<file path="src/rtl/sha256_msg_schedule_pkg.sv">
// Shared constants and types for the SHA-256 message-schedule stage.
package sha256_msg_schedule_pkg;

    localparam int unsigned WORD_W     = 32;
    localparam int unsigned BLOCK_W    = 512;
    localparam int unsigned WIN_N      = 16;
    localparam int unsigned ROUNDS_DEF = 64;

    // small sigma0: ROTR7 ^ ROTR18 ^ SHR3
    localparam int unsigned S0_R1 = 7;
    localparam int unsigned S0_R2 = 18;
    localparam int unsigned S0_S  = 3;

    // small sigma1: ROTR17 ^ ROTR19 ^ SHR10
    localparam int unsigned S1_R1 = 17;
    localparam int unsigned S1_R2 = 19;
    localparam int unsigned S1_S  = 10;

    typedef logic [WORD_W-1:0] word_t;

    typedef enum logic {
        IDLE = 1'b0,
        RUN  = 1'b1
    } state_t;

endpackage

</file>
<file path="src/rtl/rotr.sv">
// Rotate right by a fixed amount N (0 < N < W).
module rotr #(
    parameter int unsigned W = 32,
    parameter int unsigned N = 1
) (
    input  logic [W-1:0] a,
    output logic [W-1:0] y
);

    assign y = (a >> N) | (a << (W - N));

endmodule

</file>
<file path="src/rtl/sha256_small_sigma.sv">
// SHA-256 small sigma: ROTR(R1) ^ ROTR(R2) ^ SHR(S).
module sha256_small_sigma
    import sha256_msg_schedule_pkg::*;
#(
    parameter int unsigned R1 = 7,
    parameter int unsigned R2 = 18,
    parameter int unsigned S  = 3
) (
    input  logic [31:0] x,
    output logic [31:0] y
);

    word_t r1, r2, s;

    rotr #(.W(WORD_W), .N(R1)) u_rotr1 (.a(x), .y(r1));
    rotr #(.W(WORD_W), .N(R2)) u_rotr2 (.a(x), .y(r2));
    shr  #(.W(WORD_W), .N(S))  u_shr   (.a(x), .y(s));

    assign y = r1 ^ r2 ^ s;

endmodule

</file>
<file path="src/rtl/shr.sv">
// Zero-fill logical shift right by a fixed amount N.
module shr #(
    parameter int unsigned W = 32,
    parameter int unsigned N = 1
) (
    input  logic [W-1:0] a,
    output logic [W-1:0] y
);

    assign y = a >> N;

endmodule

</file>
<file path="src/rtl/sha256_msg_schedule.sv">
// SHA-256 message schedule: loads a 512-bit block into a 16-word sliding
// window and streams W0..W(ROUNDS-1), one word per next handshake.
module sha256_msg_schedule
    import sha256_msg_schedule_pkg::*;
#(
    parameter int unsigned ROUNDS = ROUNDS_DEF
) (
    input  logic         clk,
    input  logic         rst,
    input  logic         start,
    input  logic [511:0] block,
    input  logic         next,
    output logic [31:0]  w,
    output logic [5:0]   t,
    output logic         w_valid,
    output logic         busy,
    output logic         done
);

    state_t     state, state_d;
    word_t      win [WIN_N];
    logic [5:0] t_q;
    logic       done_q;
    logic       load, adv, last;
    word_t      s0, s1, new_w;

    sha256_small_sigma #(.R1(S0_R1), .R2(S0_R2), .S(S0_S)) u_sigma0 (.x(win[1]),  .y(s0));
    sha256_small_sigma #(.R1(S1_R1), .R2(S1_R2), .S(S1_S)) u_sigma1 (.x(win[14]), .y(s1));

    // W(t+16) from the current window; sum wraps modulo 2^32
    assign new_w = s1 + win[9] + s0 + win[0];

    // next-state and handshake decode
    always_comb begin
        state_d = state;
        load    = 1'b0;
        adv     = 1'b0;
        last    = 1'b0;
        case (state)
            IDLE: begin
                if (start) begin
                    load    = 1'b1;
                    state_d = RUN;
                end
            end
            RUN: begin
                if (next) begin
                    adv = 1'b1;
                    if (t_q == 6'(ROUNDS - 1)) begin
                        last    = 1'b1;
                        state_d = IDLE;
                    end
                end
            end
            default: state_d = IDLE;
        endcase
    end

    // state register
    always_ff @(posedge clk or posedge rst) begin
        if (rst) state <= IDLE;
        else     state <= state_d;
    end

    // sliding window: parallel load on start, shift-and-append on next
    always_ff @(posedge clk or posedge rst) begin
        if (rst) begin
            for (int unsigned i = 0; i < WIN_N; i++) win[i] <= '0;
        end else if (load) begin
            for (int unsigned i = 0; i < WIN_N; i++) win[i] <= block[BLOCK_W-1-WORD_W*i -: WORD_W];
        end else if (adv) begin
            for (int unsigned i = 0; i < WIN_N-1; i++) win[i] <= win[i+1];
            win[WIN_N-1] <= new_w;
        end
    end

    // word index and end-of-block pulse
    always_ff @(posedge clk or posedge rst) begin
        if (rst) begin
            t_q    <= '0;
            done_q <= 1'b0;
        end else begin
            done_q <= last;
            if (load)     t_q <= '0;
            else if (adv) t_q <= t_q + 6'd1;
        end
    end

    assign w       = win[0];
    assign t       = t_q;
    assign w_valid = (state == RUN);
    assign busy    = (state == RUN);
    assign done    = done_q;

endmodule

</file>
<file path="config.mk">
export PLATFORM = sky130hd
export DESIGN_NAME = sha256_msg_schedule
export DESIGN_NICKNAME = d
export VERILOG_FILES = /design/src/rtl/sha256_msg_schedule_pkg.sv /design/src/rtl/rotr.sv /design/src/rtl/sha256_small_sigma.sv /design/src/rtl/shr.sv /design/src/rtl/sha256_msg_schedule.sv
export SDC_FILE = /design/constraint.sdc
export NUM_CORES = 2
export LEC_CHECK = 0
export CORE_ASPECT_RATIO = 1.1
export CORE_MARGIN = 2
export CORE_UTILIZATION = 57
export DETAILED_ROUTE_END_ITERATION = 7
export PLACE_DENSITY = 0.87
export SLEW_MARGIN = 0
export SYNTH_ARGS = -nofsm -noshare
export SYNTH_HDL_FRONTEND = slang
export SYNTH_SLANG_ARGS = --single-unit
export TNS_END_PERCENT = 50
</file>
<file path="constraint.sdc">
create_clock -name clk -period 41.9 [get_ports clk]
set_input_delay 10.475 -clock clk [delete_from_list [all_inputs] [get_ports clk]]
set_output_delay 10.475 -clock clk [all_outputs]
set_load 0.05 [all_outputs]
</file>
-- Word-level counts from Yosys, hierarchy flattened
Cells that the tools add are included.
- $add $sub $neg: 4
- eq/ne operators: 1
- muxes and demuxes: 14
- bitwise operators: 9
- reduce and logical (&&, ||, !) cells: 1
- operators with widths (kind ; count):
    2-to-1 mux 512 bit ; 2
    adder 32 bit ; 3
    bitwise XOR 32 bit ; 2
    bitwise OR 13 x 32 -> 32 bit ; 1
    bitwise OR 14 x 32 -> 32 bit ; 1
    bitwise OR 15 x 32 -> 32 bit ; 1
    bitwise OR 25 x 32 -> 32 bit ; 1
    bitwise XOR 32 x 22 -> 32 bit ; 1
    bitwise XOR 32 x 29 -> 32 bit ; 1
    2-to-1 mux 6 bit ; 2
    2-to-1 mux 1 bit ; 9
    adder 6 x 1 -> 6 bit (second input constant) ; 1
    equality test 6 bit (second input constant) ; 1
    one-hot mux 1 bit (2 select lines) ; 1
    nonzero test 2 bit ; 1
    inverter 1 bit ; 1
- bits in registers: 520
- bits of input ports: 516
- output and inout bits: 41
- logic and storage cells: 48

-- Depth between registers and ports, before layout
- depth in word-level cells: 8
- gate-level depth with buffers: 16
- mapped depth without buffers: 15

-- Hierarchy
A second synthesis with hierarchy kept.
- cells, all modules: 3553
- area total of the unflattened synthesis: 29748.5 um^2
- modules (own cells, without submodules) (module ; times used ; cells each ; area an instance (um^2) ; seq. area each (um^2)):
    sha256_msg_schedule ; 1 ; 3295 ; 26778.2 ; 13012.5
    sha256_small_sigma ; 2 ; 32 ; 760.7 ; 0.0
    rotr ; 4 ; 32 ; 240.2 ; 0.0
    shr ; 2 ; 33 ; 244.0 ; 0.0

-- Worst setup path before layout
No wires, ideal clock.
- kind: input to register
- from: input port next
- to: register win, in the netlist w[14]
- library setup time: 0.082 ns
- arrival: 11.579 ns
- data required time: 41.818 ns
- slack: 30.239 ns
- cell stages on the path: 6
- buffers on the path: 3
- cells stage by stage: and2_1 -> clkbuf_1 -> clkbuf_1 -> clkbuf_1 -> nand2_1 -> a31oi_1
- cells in the longest elaborated chain, start to end: 3
- RTL lines (item ; RTL line ; source):
    start, declared ; sha256_msg_schedule.sv:12 ; input logic next,
    2-to-1 mux 1 bit ; sha256_msg_schedule.sv:47 ; if (next) begin
    2-to-1 mux 1 bit ; sha256_msg_schedule.sv:39 ; case (state)
    nonzero test 2 bit (no line) ; - ;
    end signal, assigned by index ; sha256_msg_schedule.sv:73 ; win[WIN_N-1] <= new_w;
    end, declared ; sha256_msg_schedule.sv:21 ; word_t win [WIN_N];
No other way between the ends.
A chain may end at the register's enable or synchronous reset.

==> metrics.md <==
| Metric | Value |
|---|---|
| Post-detailed-route DRC marker count | `0` |
| Crit path kind | `in -> async` |
| Synth top area share | `0.468` |
| Post-CTS Setup Repair Bufs | `0` |
| Endpoint kind of the worst setup timing path | `asynchronous set/reset pin` |
| Most Crowded Layer GR | `met2` |
| Data required time of the worst path | `42,470 ps` |
| Master cell of the clock root buffer | `sky130_fd_sc_hd__clkbuf_16` |
| Unrepaired setup endpoints after global routing | `no` |
| Number of buffers added on ports | `between 500 and 600` |
| Number of optimization iterations in the first detailed-route pass | `8` |
| Initial DRC Count | `roughly 3,700` |
| Slowest cell on the critical path | `sky130_fd_sc_hd__buf_4` |
| Post-route ant nets | `0` |
| Clock latency at the later pin of the worst-skew pair | `630 ps` |
| Num CTS Buffers | `52` |
| Number of I/O pins | `approximately 560` |
| Critical path's largest stage delay | `990 ps` |
| Final critical-path share of the clock period | `0.332` |
| Initial antenna violation count | `10` |
| Peak clock frequency supported by timing | `slightly above 70 MHz` |
| Detailed-route wire length per cell | `about 23 um` |
| Fin crit period | `~14,000 ps` |
| Post-DP HPWL | `~70,000 um` |
| Max clock buf depth | `3` |
| Bufs and invs on worst path | `5` |
| Routed via count divided by cell count | `roughly 6` |
| Syn nets | `4,009` |
| CTS tree | `built` |
| Met1 Track Usage GR | `0.515` |
| Outcome | `complete, no violations` |
| Worst max-slew margin expressed relative to the limit | `0.213` |
| Final Total Pwr | `around 2.8 mW` |
| Sequential-to-total area share from yosys stat | `0.468` |
| Gate count after technology mapping | `between 3,000 and 4,000` |
| Kind of cell adding the most delay to the critical path | `buffers and inverters` |
| Std cell rows | `84` |
| Synthesis-to-layout area growth | `25.6%` |
| Starting density of the core | `0.579` |
| Clock transition time at the flip-flop clock pins of the worst setup and hold paths | `~60 ps` |
| GRT Total Usage | `0.393` |
| Reported max-cap violation count | `0` |
| Final core utilization | `0.727` |
| Type of element launching the critical path | `input port` |
| Number of global-route vias before repair | `~25,000` |
| Stages on the worst setup path | `5` |
| Maximum number of pins on one net before global-route repair | `roughly 270` |
| Seq cells post-synth | `520` |
| Share of cells above drive strength 1 | `0.0320` |
| Number of cells on the worst hold path | `2` |
| Hold-fix buffers, CTS | `0` |
| Met2 Use GR | `0.586` |
| Power density over the cells | `just over 80 mW/mm^2` |
| Final layout net count | `~4,300` |
| Height of the chip | `roughly 240 um` |
| Leading register cell type out of synthesis | `sky130_fd_sc_hd__dfrtp_1` |
| Met3 track demand over resource in global routing | `0.0819` |
| Routed wire length | `around 100,000 um` |
| Tightest Pin Transition | `~1200 ps` |
| Residual overflow from global routing | `0` |
| Total via count after detailed routing | `26,400` |
| Total Neg Setup Slack | `0 ps` |
| Synth area leader | `sky130_fd_sc_hd__dfrtp_1` |
| Static power due to leakage | `15.5 nW` |
| Resized Gates After CTS | `0` |
| Hold violation count in the final report | `0` |
| Most numerous cell on the critical path | `sky130_fd_sc_hd__buf_4` |
| Hold WC Path Type | `reg -> reg` |
| Die width | `215 um` |
| Core region area | `about 0.048 sq mm` |
| Length in cells of the worst reg-to-reg path | `15` |
| Synthesis Warnings | `0` |
| Worst Skew | `35.6 ps` |
| Arrival time at the worst endpoint | `approximately 14,000 ps` |
| Post-synth ARST share | `1.00` |
| Maximum ir drop on the vdd rail | `0.000103 V` |
| Pins over their slew limit | `0` |
| Synthesized area per cell | `8.18 sq um` |
| CP max FO | `~170` |
| Wire length of the first global-routing pass | `151,000 um` |
| Post-synth EDFFs | `0` |
| Area of the die | `0.0505 sq mm` |
| Most area-consuming cells after synthesis | `sky130_fd_sc_hd__dfrtp_1 (47%), sky130_fd_sc_hd__nand2_1 (13%), sky130_fd_sc_hd__a31oi_1 (11%)` |
| Total standard cell area after synthesis | `~0.028 sq mm` |
| Setup violators final | `0` |
| Clock Sinks | `between 500 and 600` |
| Cell Chain, Critical Path | `clkdlybuf4s50_1 > inv_8 > buf_4 > buf_12 > buf_4` |
| Distinct cell type count after synthesis | `63` |
| Number of fill cells in the layout | `roughly 3,500` |
| Number of H-tree levels | `2` |
| Global placement routability congestion | `about 0.96` |
## worst min-delay path, stage by stage (launching register included)
cell	delay, ps
sky130_fd_sc_hd__dfrtp_1	340
sky130_fd_sc_hd__a22oi_1	70
sky130_fd_sc_hd__nand2_1	70
## cell usage after synthesis (12+ instances only)
master                     instances
sky130_fd_sc_hd__nand2_1         994
sky130_fd_sc_hd__fa_1             62
sky130_fd_sc_hd__dfrtp_1         520
sky130_fd_sc_hd__buf_4            33
sky130_fd_sc_hd__o21ai_0          22
sky130_fd_sc_hd__nor2_1          521
sky130_fd_sc_hd__a21oi_1          59
sky130_fd_sc_hd__xor2_1           65
sky130_fd_sc_hd__clkbuf_1        259
sky130_fd_sc_hd__a21o_1           17
sky130_fd_sc_hd__xnor2_1          81
sky130_fd_sc_hd__o22ai_1          12
sky130_fd_sc_hd__ha_1             32
sky130_fd_sc_hd__inv_1           124
sky130_fd_sc_hd__a31oi_1         488
## state kept, by name (all words and copies together) (netlist names)
name,count
w,32
t,6
busy,1
win,480
done,1
## final cells by class
class / count / area, sq um / share of cell area
diodes: 11 / 27.5 / 0.000788
clock buffers: 71 / 1470 / 0.0422
clock inverters: 23 / 375 / 0.0108
inverters: 124 / 473 / 0.0135
multi-input cells: 2442 / 13000 / 0.372
flip-flops and latches: 520 / 13000 / 0.373
well taps: 645 / 807 / 0.0231
repair buffers: 573 / 5770 / 0.165
## through the flow
stage | setup slack [ps] | hold slack (ps) | instance area (sq um) | instances
detailed placement | 27230 | 497 | 33000 | 4304
finish | 27980 | 511 | 34900 | 4409
CTS | 27880 | 517 | 34900 | 4398
floorplan | 16900 | 469 | 27800 | 3399
global placement | 27240 | 488 | 33000 | 4304
global route | 27410 | 539 | 34900 | 4406
## layout by cell type (no fill, tap or decap), types with 59 or more instances in the layout
master                            count
sky130_fd_sc_hd__a21oi_1             59
sky130_fd_sc_hd__xnor2_1             81
sky130_fd_sc_hd__fa_1                62
sky130_fd_sc_hd__a31oi_1            488
sky130_fd_sc_hd__dfrtp_1            520
sky130_fd_sc_hd__nor2_1             521
sky130_fd_sc_hd__xor2_1              65
sky130_fd_sc_hd__nand2_1            993
sky130_fd_sc_hd__clkdlybuf4s50_1    556
sky130_fd_sc_hd__inv_1              123
## power breakdown
| part | leakage [nW] | internal, mW | switching [mW] |
|---|---|---|---|
| sequential | 6.65 | 0.631 | 0.138 |
| combinational | 7.97 | 0.634 | 0.929 |
| clock | 0.909 | 0.302 | 0.207 |
## path summary, 6_finish.rpt
path	endpoint	from	slack (ps)
setup / recovery	win[170]	rst	27980
hold / removal	win[19]	win[19]	510
setup reg to reg	win[29]	win[456]	37000
hold reg to reg	win[19]	win[19]	510
max in group clk	win[89]	next	28620
min in group asynchronous	win[287]	rst	10400
## cells by family (layout without fill, tap and decap cells)
| group | after synthesis | after routing | synth area share |
|---|---|---|---|
| AOI/OAI and AO/OA | 640 | 640 | 0.146 |
| xor gates and xnor gates | 146 | 146 | 0.0460 |
| adders and majority gates | 94 | 94 | 0.0591 |
| buffers and inverters | 437 | 791 | 0.0656 |
| DFF | 520 | 520 | 0.468 |
| muxes | 2 | 2 | 0.000720 |
| other | 0 | 11 | 0 |
| and+or+nand+nor | 1560 | 1560 | 0.215 |
## metal layers
metal	wire, um	up-vias
li1	-	11800
met1	38000	12500
met2	44600	1724
met3	9790	362
met4	8100	4
met5	24	-
Power figures use the tool's default switching activity.
